<file path="config.mk">
export PLATFORM = sky130hd
export DESIGN_NAME = multiport_register_file
export DESIGN_NICKNAME = d
export VERILOG_FILES = /design/src/rtl/multiport_register_file.sv
export SDC_FILE = /design/constraint.sdc
export NUM_CORES = 2
export LEC_CHECK = 0
export BUFFER_PORTS_ARGS = -buffer_cell sky130_fd_sc_hd__buf_2
export CELL_PAD_IN_SITES_DETAIL_PLACEMENT = 1
export CELL_PAD_IN_SITES_GLOBAL_PLACEMENT = 1
export CORE_UTILIZATION = 56
export CTS_BUF_LIST = sky130_fd_sc_hd__clkbuf_4
export DETAILED_ROUTE_END_ITERATION = 16
export PLACE_DENSITY = 0.88
export SETUP_SLACK_MARGIN = 0.5
export SYNTH_ARGS = -nofsm -noshare
export SYNTH_HDL_FRONTEND = slang
export SYNTH_SLANG_ARGS = --single-unit
</file>
<file path="constraint.sdc">
create_clock -name clock -period 2 [get_ports clock]
set_input_delay 0.4 -clock clock [delete_from_list [all_inputs] [get_ports clock]]
set_output_delay 0.4 -clock clock [all_outputs]
set_load 0.01 [all_outputs]
</file>
<file path="src/rtl/multiport_register_file.sv">
// Multi-read-port register file: one write port, READ_PORTS registered read ports with 1-cycle latency.
// Define WRITE_BYPASS_EN for write-first forwarding on same-cycle read/write collisions (read-first otherwise).
module multiport_register_file #(
  parameter int unsigned DATA_WIDTH = 32,
  parameter int unsigned ADDR_WIDTH = 5,
  parameter int unsigned READ_PORTS = 2,
  parameter bit          ZERO_REG   = 1'b1
) (
  input  logic                             clock,
  input  logic                             reset_n,
  input  logic [READ_PORTS-1:0]            read_enable,
  input  logic [READ_PORTS*ADDR_WIDTH-1:0] read_register,
  input  logic [ADDR_WIDTH-1:0]            write_register,
  input  logic [DATA_WIDTH-1:0]            write_data,
  input  logic                             RegWrite,
  output logic [READ_PORTS*DATA_WIDTH-1:0] read_data,
  output logic [READ_PORTS-1:0]            read_valid
);

  localparam int unsigned DEPTH = 2 ** ADDR_WIDTH;

  logic [DATA_WIDTH-1:0]            regs_q [DEPTH];
  logic [DATA_WIDTH-1:0]            regs_d [DEPTH];
  logic [READ_PORTS*DATA_WIDTH-1:0] read_data_q, read_data_d;
  logic [READ_PORTS-1:0]            read_valid_q, read_valid_d;

  always_comb begin
    regs_d = regs_q;
    for (int unsigned i = 0; i < DEPTH; i++) begin
      if (RegWrite && (write_register == ADDR_WIDTH'(i))) begin
        regs_d[i] = write_data;
      end
    end
    if (ZERO_REG) begin
      regs_d[0] = '0;
    end
  end

  always_comb begin
    logic [ADDR_WIDTH-1:0] raddr;
    logic [DATA_WIDTH-1:0] rdata;
    raddr        = '0;
    rdata        = '0;
    read_data_d  = read_data_q;
    read_valid_d = read_enable;
    for (int unsigned p = 0; p < READ_PORTS; p++) begin
      raddr = read_register[p*ADDR_WIDTH +: ADDR_WIDTH];
      rdata = regs_q[raddr];
`ifdef WRITE_BYPASS_EN
      if (RegWrite && (write_register == raddr)) begin
        rdata = write_data;
      end
`endif
      // Zero-register override comes last so forwarding can never leak a write to r0.
      if (ZERO_REG && (raddr == '0)) begin
        rdata = '0;
      end
      if (read_enable[p]) begin
        read_data_d[p*DATA_WIDTH +: DATA_WIDTH] = rdata;
      end
    end
  end

  always_ff @(posedge clock or negedge reset_n) begin
    if (!reset_n) begin
      for (int unsigned i = 0; i < DEPTH; i++) begin
        regs_q[i] <= '0;
      end
      read_data_q  <= '0;
      read_valid_q <= '0;
    end else begin
      regs_q       <= regs_d;
      read_data_q  <= read_data_d;
      read_valid_q <= read_valid_d;
    end
  end

  assign read_data  = read_data_q;
  assign read_valid = read_valid_q;

endmodule
</file>
==> impl_results.html, run 1 <==
<table>
<tr><th>Metric</th><th>Value</th></tr>
<tr><th colspan="2">Yosys</th></tr>
<tr><td>Async set or reset register ratio after synthesis</td><td>1.000</td></tr>
<tr><td>Top-count cell post-synth</td><td>sky130_fd_sc_hd__dfrtp_1</td></tr>
<tr><td>Most used flip-flop cell after synthesis</td><td>sky130_fd_sc_hd__dfrtp_1</td></tr>
<tr><td>Leading area contributor after synthesis</td><td>sky130_fd_sc_hd__dfrtp_1</td></tr>
<tr><td>Mapped Nets</td><td>3,743</td></tr>
<tr><td>Post-synthesis sequential area ratio</td><td>0.4753</td></tr>
<tr><td>Number of synthesized flops with an enable pin</td><td>0</td></tr>
<tr><td>Cell variety after synth</td><td>40</td></tr>
<tr><td>Leading post-synthesis cells by instance count</td><td>sky130_fd_sc_hd__dfrtp_1 (1,058), sky130_fd_sc_hd__mux2_2 (927), sky130_fd_sc_hd__mux4_2 (464)</td></tr>
<tr><td>Post-synthesis instance total</td><td>3,691</td></tr>
<tr><td>Cell Area, Synth</td><td>0.05570 sq mm</td></tr>
<tr><td>Mean area per synthesized cell</td><td>15.09 sq um</td></tr>
<tr><td>Synth top area cells</td><td>sky130_fd_sc_hd__dfrtp_1 (48%), sky130_fd_sc_hd__mux4_2 (19%), sky130_fd_sc_hd__mux2_2 (19%)</td></tr>
<tr><td>Proportion of netlist area held by the largest area contributor</td><td>0.4753</td></tr>
<tr><td>Synth warn</td><td>0</td></tr>
<tr><td>#FFs+latches synth</td><td>1,058</td></tr>
<tr><th colspan="2">Placed design</th></tr>
<tr><td>Placed cells</td><td>5,042</td></tr>
<tr><td>Number of buffers added on ports</td><td>117</td></tr>
<tr><td>Half-perimeter wire length after detailed placement</td><td>137,200 microns</td></tr>
<tr><td>Placer Congestion</td><td>0.8694</td></tr>
<tr><th colspan="2">Timing</th></tr>
<tr><td>Kind of endpoint with the least setup slack</td><td>primary output</td></tr>
<tr><td>Crit. endpoint post-GRT repair</td><td>read_data[44]</td></tr>
<tr><th colspan="2">Status</th></tr>
<tr><td>Result of the run</td><td>aborted with a tool error</td></tr>
<tr><td>Stage at which the flow ended</td><td>global routing</td></tr>
<tr><td>Error that ended the run</td><td>[ERROR GRT-0232] Routing congestion too high. Check the congestion heatmap in the GUI.</td></tr>
<tr><th colspan="2">Global route</th></tr>
<tr><td>Pin count of the biggest net entering global routing</td><td>89</td></tr>
<tr><td>GR Overflow Total</td><td>15</td></tr>
<tr><td>Antenna violations before repair</td><td>48</td></tr>
<tr><td>GR Util All Layers</td><td>0.8276</td></tr>
<tr><th colspan="2">Floorplanning</th></tr>
<tr><td>IO Pins</td><td>118</td></tr>
<tr><td>Starting density of the core</td><td>0.5660</td></tr>
<tr><td>Die width</td><td>317.4 microns</td></tr>
<tr><td>Number of rows created at floorplan</td><td>115</td></tr>
<tr><td>Die height</td><td>317.4 microns</td></tr>
<tr><th colspan="2">Clock network</th></tr>
<tr><td>Total number of clock tree sinks</td><td>1,058</td></tr>
<tr><td>Number of clock buffers inserted by TritonCTS</td><td>300</td></tr>
<tr><td>Depth of the CTS H-tree</td><td>5</td></tr>
<tr><td>Number of buffers between clock root and the deepest sink</td><td>4</td></tr>
<tr><td>Root Driver</td><td>sky130_fd_sc_hd__clkbuf_4</td></tr>
</table>
routing by layer:
layer  overflow  track usage
met5          0       0.5625
met1          0       0.8285
met4          9       0.8025
met2          5       0.9221
met3          1       0.7533
cells by family after synthesis:
logic type / Yosys count / share of synthesized area
DFF: 1058 / 0.4753
AOI/OAI and AO/OA: 250 / 0.03376
buffers and inverters: 404 / 0.03327
muxes: 1670 / 0.4300
and+or+nand+nor: 309 / 0.02770
through the flow:
step           area, sq um  TNS [ps]  worst slack, ps
4_1_cts              68320    -15690           -388.4
3_3_place_gp         61940    -19720           -412.8
3_5_place_dp         61940    -27280           -548.1
2_1_floorplan        57830    -198.2           -8.497
timing repair:
action,4_1_cts
hold buffers,51
resized for setup,317
setup buffers,103
hold endpoints to repair,2091
setup endpoints to repair,130
pin swaps,67
==> inputs of run 2 (changes only) <==
==> config.mk (replaced) <==
export PLATFORM = sky130hd
export DESIGN_NAME = multiport_register_file
export DESIGN_NICKNAME = d
export VERILOG_FILES = /design/src/rtl/multiport_register_file.sv
export SDC_FILE = /design/constraint.sdc
export NUM_CORES = 2
export LEC_CHECK = 0
export BUFFER_PORTS_ARGS = -buffer_cell sky130_fd_sc_hd__buf_2
export CORE_UTILIZATION = 40
export DETAILED_ROUTE_END_ITERATION = 16
export PLACE_DENSITY_LB_ADDON = 0.15
export SYNTH_ARGS = -nofsm -noshare
export SYNTH_HDL_FRONTEND = slang
export SYNTH_SLANG_ARGS = --single-unit
==> impl_results.html, run 2 <==
<table>
<tr><th>Metric</th><th>Value</th></tr>
<tr><th colspan="2">Timing</th></tr>
<tr><td>Slew margin rel.</td><td>0.4936</td></tr>
<tr><td>Final count of negative-setup-slack endpoints</td><td>0</td></tr>
<tr><td>Tightest Pin Transition</td><td>758.0 ps</td></tr>
<tr><td>Min Clock Period, post-route</td><td>1986 ps</td></tr>
<tr><td>Worst clock skew on the final layout</td><td>24.67 ps</td></tr>
<tr><td>Max-slew violation total from the final report</td><td>0</td></tr>
<tr><td>Period utilisation layout</td><td>0.9932</td></tr>
<tr><td>Fmax</td><td>0.5034 GHz</td></tr>
<tr><td>Final number of hold-violating endpoints</td><td>0</td></tr>
<tr><td>Worst hold margin</td><td>118.0 ps</td></tr>
<tr><th colspan="2">Route</th></tr>
<tr><td>Routed via count divided by cell count</td><td>6.120</td></tr>
<tr><td>DR vias</td><td>35,471</td></tr>
<tr><td>Detailed-routing iteration count for the pre-antenna-repair pass</td><td>5</td></tr>
<tr><td>Number of DRC markers after the initial detailed-route iteration</td><td>2,490</td></tr>
<tr><td>Remaining antenna violation count after routing</td><td>0</td></tr>
<tr><td>Aggregate routed wire length</td><td>182,000 microns</td></tr>
<tr><td>Drt drc</td><td>0</td></tr>
<tr><td>Routed wire per std cell</td><td>31.41 microns</td></tr>
<tr><th colspan="2">Pwr</th></tr>
<tr><td>Maximum VDD drop</td><td>0.7381 mV</td></tr>
<tr><td>Power Dens Cells</td><td>989.2 mW/mm^2</td></tr>
<tr><td>Static Leakage</td><td>28.62 nW</td></tr>
<tr><td>Total power consumption of the routed design</td><td>65.10 mW</td></tr>
<tr><th colspan="2">Floorplanning</th></tr>
<tr><td>Core box area</td><td>0.1378 sq mm</td></tr>
<tr><td>Starting density of the core</td><td>0.4041</td></tr>
<tr><td>Die width</td><td>375.2 microns</td></tr>
<tr><td>Number of rows created at floorplan</td><td>136</td></tr>
<tr><td>Die Area</td><td>0.1408 sq mm</td></tr>
<tr><td>IO Pins</td><td>118</td></tr>
<tr><td>Die height</td><td>375.2 microns</td></tr>
<tr><th colspan="2">Setup path</th></tr>
<tr><td>Dominant delay contributor by cell family on the critical path</td><td>buffers and inverters</td></tr>
<tr><td>Critical path class</td><td>in -&gt; reg</td></tr>
<tr><td>Critical Path Start Type</td><td>primary input</td></tr>
<tr><td>Kind of capture point of the worst setup path</td><td>flop</td></tr>
<tr><td>Critical path's slowest cell</td><td>sky130_fd_sc_hd__or3_2</td></tr>
<tr><td>Critical path, cell by cell</td><td>dlygate4sd3_1 &gt; buf_2 &gt; inv_2 &gt; or3_2 &gt; buf_12 &gt; o32ai_1 &gt; buf_4 &gt; o221ai_1 &gt; nand3_1</td></tr>
<tr><td>CP Data Required Time</td><td>2680 ps</td></tr>
<tr><td>Number of buffers and inverters on the critical path</td><td>5</td></tr>
<tr><td>Max stage delay on crit path</td><td>570 ps</td></tr>
<tr><td>Max FO, Critical Path</td><td>10</td></tr>
<tr><td>Data arrival time of the critical path</td><td>2670 ps</td></tr>
<tr><th colspan="2">Yosys</th></tr>
<tr><td>Compound-cell area share of the yosys netlist</td><td>0.03376</td></tr>
<tr><td>Simple logic cell fraction of the synthesized area</td><td>0.02770</td></tr>
<tr><td>Synth top area cells</td><td>sky130_fd_sc_hd__dfrtp_1 (48%), sky130_fd_sc_hd__mux4_2 (19%), sky130_fd_sc_hd__mux2_2 (19%)</td></tr>
<tr><td>Top-count cell post-synth</td><td>sky130_fd_sc_hd__dfrtp_1</td></tr>
<tr><td>Mean area per synthesized cell</td><td>15.09 sq um</td></tr>
<tr><td>Xor/xnor cell area share of the yosys netlist</td><td>0</td></tr>
<tr><td>Synth warn</td><td>0</td></tr>
<tr><td>Most used flip-flop cell after synthesis</td><td>sky130_fd_sc_hd__dfrtp_1</td></tr>
<tr><td>#FFs+latches synth</td><td>1,058</td></tr>
<tr><td>Cell variety after synth</td><td>40</td></tr>
<tr><td>Leading post-synthesis cells by instance count</td><td>sky130_fd_sc_hd__dfrtp_1 (1,058), sky130_fd_sc_hd__mux2_2 (927), sky130_fd_sc_hd__mux4_2 (464)</td></tr>
<tr><td>Post-synthesis instance total</td><td>3,691</td></tr>
<tr><td>Post-synthesis sequential area ratio</td><td>0.4753</td></tr>
<tr><td>Number of synthesized flops with an enable pin</td><td>0</td></tr>
<tr><td>Mapped Nets</td><td>3,743</td></tr>
<tr><td>Proportion of netlist area held by the largest area contributor</td><td>0.4753</td></tr>
<tr><td>Share of synthesized cell area in full adder, half adder and majority cells</td><td>0</td></tr>
<tr><td>Combinational family with the most area after synthesis</td><td>multiplexers</td></tr>
<tr><td>Post-synthesis mux area share</td><td>0.4300</td></tr>
<tr><td>Leading area contributor after synthesis</td><td>sky130_fd_sc_hd__dfrtp_1</td></tr>
<tr><td>Cell Area, Synth</td><td>0.05570 sq mm</td></tr>
<tr><td>Async set or reset register ratio after synthesis</td><td>1.000</td></tr>
<tr><th colspan="2">Clock network</th></tr>
<tr><td>Number of clock buffers inserted by TritonCTS</td><td>117</td></tr>
<tr><td>Depth of the CTS H-tree</td><td>3</td></tr>
<tr><td>Number of buffers between clock root and the deepest sink</td><td>3</td></tr>
<tr><td>Root Driver</td><td>sky130_fd_sc_hd__clkbuf_16</td></tr>
<tr><td>Clock tree from TritonCTS</td><td>done</td></tr>
<tr><td>Clock latency on the worst-skew pair</td><td>760 ps</td></tr>
<tr><td>Clock-pin transition on the worst setup and hold timing paths</td><td>70 ps</td></tr>
<tr><td>Total number of clock tree sinks</td><td>1,058</td></tr>
<tr><th colspan="2">Final layout</th></tr>
<tr><td>Post-synthesis to final-layout area growth</td><td>18.14%</td></tr>
<tr><td>Filler cell count</td><td>11,945</td></tr>
<tr><td>Post-layout nets</td><td>3,955</td></tr>
<tr><td>Top reg by flops</td><td>regs_q</td></tr>
<tr><td>Number of flip-flops in the largest register</td><td>992</td></tr>
<tr><td>Final std cell area, no fill</td><td>0.06581 sq mm</td></tr>
<tr><td>Most common library cell in the layout ignoring fill and taps</td><td>sky130_fd_sc_hd__dfrtp_1</td></tr>
<tr><td>Top library cells by usage in the layout, fill and taps aside</td><td>sky130_fd_sc_hd__dfrtp_1 (1,058), sky130_fd_sc_hd__mux2_2 (927), sky130_fd_sc_hd__mux4_2 (464), sky130_fd_sc_hd__buf_4 (219), sky130_fd_sc_hd__mux2_1 (215)</td></tr>
<tr><td>Area of combinational cells with multiple inputs</td><td>0.02761 sq mm</td></tr>
<tr><td>Fraction of final layout cells sized beyond drive strength 1</td><td>0.5300</td></tr>
<tr><td>Sequential Area</td><td>0.02648 sq mm</td></tr>
<tr><th colspan="2">Placed design</th></tr>
<tr><td>Half-perimeter wire length after detailed placement</td><td>119,400 microns</td></tr>
<tr><td>Post-Place Cell Area</td><td>0.06169 sq mm</td></tr>
<tr><td>Number of buffers added on ports</td><td>117</td></tr>
<tr><td>Placer Congestion</td><td>0.8236</td></tr>
<tr><th colspan="2">Worst hold path</th></tr>
<tr><td>Type of the worst min-delay path</td><td>in -&gt; reg</td></tr>
<tr><th colspan="2">Global route</th></tr>
<tr><td>Pin count of the biggest net entering global routing</td><td>65</td></tr>
<tr><td>GR Util All Layers</td><td>0.2624</td></tr>
<tr><td>First-pass GRT wire length</td><td>269,600 microns</td></tr>
<tr><td>Antenna violations before repair</td><td>16</td></tr>
<tr><td>Vias in the first global route</td><td>36,832</td></tr>
<tr><td>GR Overflow Total</td><td>0</td></tr>
<tr><th colspan="2">Flow run</th></tr>
<tr><td>Number of max-capacitance violations reported</td><td>0</td></tr>
<tr><th colspan="2">Status</th></tr>
<tr><td>Result of the run</td><td>complete, no violations</td></tr>
</table>
## run 2: layout make-up
class                           count  share of cell area
Clock inverter                     49             0.01006
Timing Repair Buffer              490             0.08191
Multi-Input combinational cell   2229              0.4196
Antenna cell                        6           0.0002282
Sequential cell                  1058              0.4023
Inverter                            7           0.0003993
Tap cell                         1794             0.03411
Clock buffer                      163             0.05137
## run 2: worst paths after layout
check	cells past startpoint	slack, ps	from	end
hold / removal	3	120	write_register[0]	regs_q[927]
max in group asynchronous	3	1000	reset_n	regs_q[947]
setup reg to reg	5	210	regs_q[530]	read_data[50]
setup / recovery	9	10	read_enable[0]	read_data[23]
min in group asynchronous	2	130	reset_n	regs_q[104]
hold reg to reg	1	510	regs_q[389]	regs_q[389]
## run 2: stage by stage
stage / setup WS (ps) / instances / setup TNS [ps] / util
2_1_floorplan: -75.53 / 3691 / -2049 / -
3_3_place_gp: -369.7 / 5575 / -18940 / 0.4476
3_5_place_dp: -379.5 / 5575 / -23080 / 0.4476
4_1_cts: 6.423 / 5790 / 0 / 0.4771
5_1_grt: -0.9792 / 5793 / -0.9792 / 0.4774
6_report: 13.52 / 5796 / 0 / 0.4775
## run 2: worst register-to-register path: cells and delay by family, from the launching register on
| kind | cells | cell delay (ps) |
|---|---|---|
| multiplexers | 2 | 730 |
| AO/OA/AOI/OAI | 1 | 300 |
| AND/OR/NAND/NOR | 1 | 80 |
| buffers and inverters | 1 | 170 |
| flip-flops | 1 | 400 |
## run 2: cell families after synthesis
kind of cell / after synthesis
mux: 1670
simple gates: 309
buf+inv: 404
compound gates: 250
flops: 1058
## run 2: timing repair
action,CTS,global route
hold endpoints to repair,317,0
hold buffers,3,0
setup endpoints to repair,0,4
resized for setup,0,4
setup buffers,0,0
## run 2: report_power, final
group	internal (mW)	leakage (nW)	total [mW]	switching, mW
sequential	25.7	13.5	29.0	3.30
clock	13.5	1.99	22.9	9.43
combinational	8.12	13.1	13.2	5.13
total	47.2	28.6	65.1	17.9
## run 2: metal layers
layer | share of wire | vias up | global-route usage
met3 | 0.060 | 253 | 0.04900
met5 | 0.00038 | - | 0
li1 | - | 14731 | -
met4 | 0.027 | 12 | 0.07601
met2 | 0.46 | 1051 | 0.4017
met1 | 0.46 | 19424 | 0.3805
(Power assumes the default switching activity.)
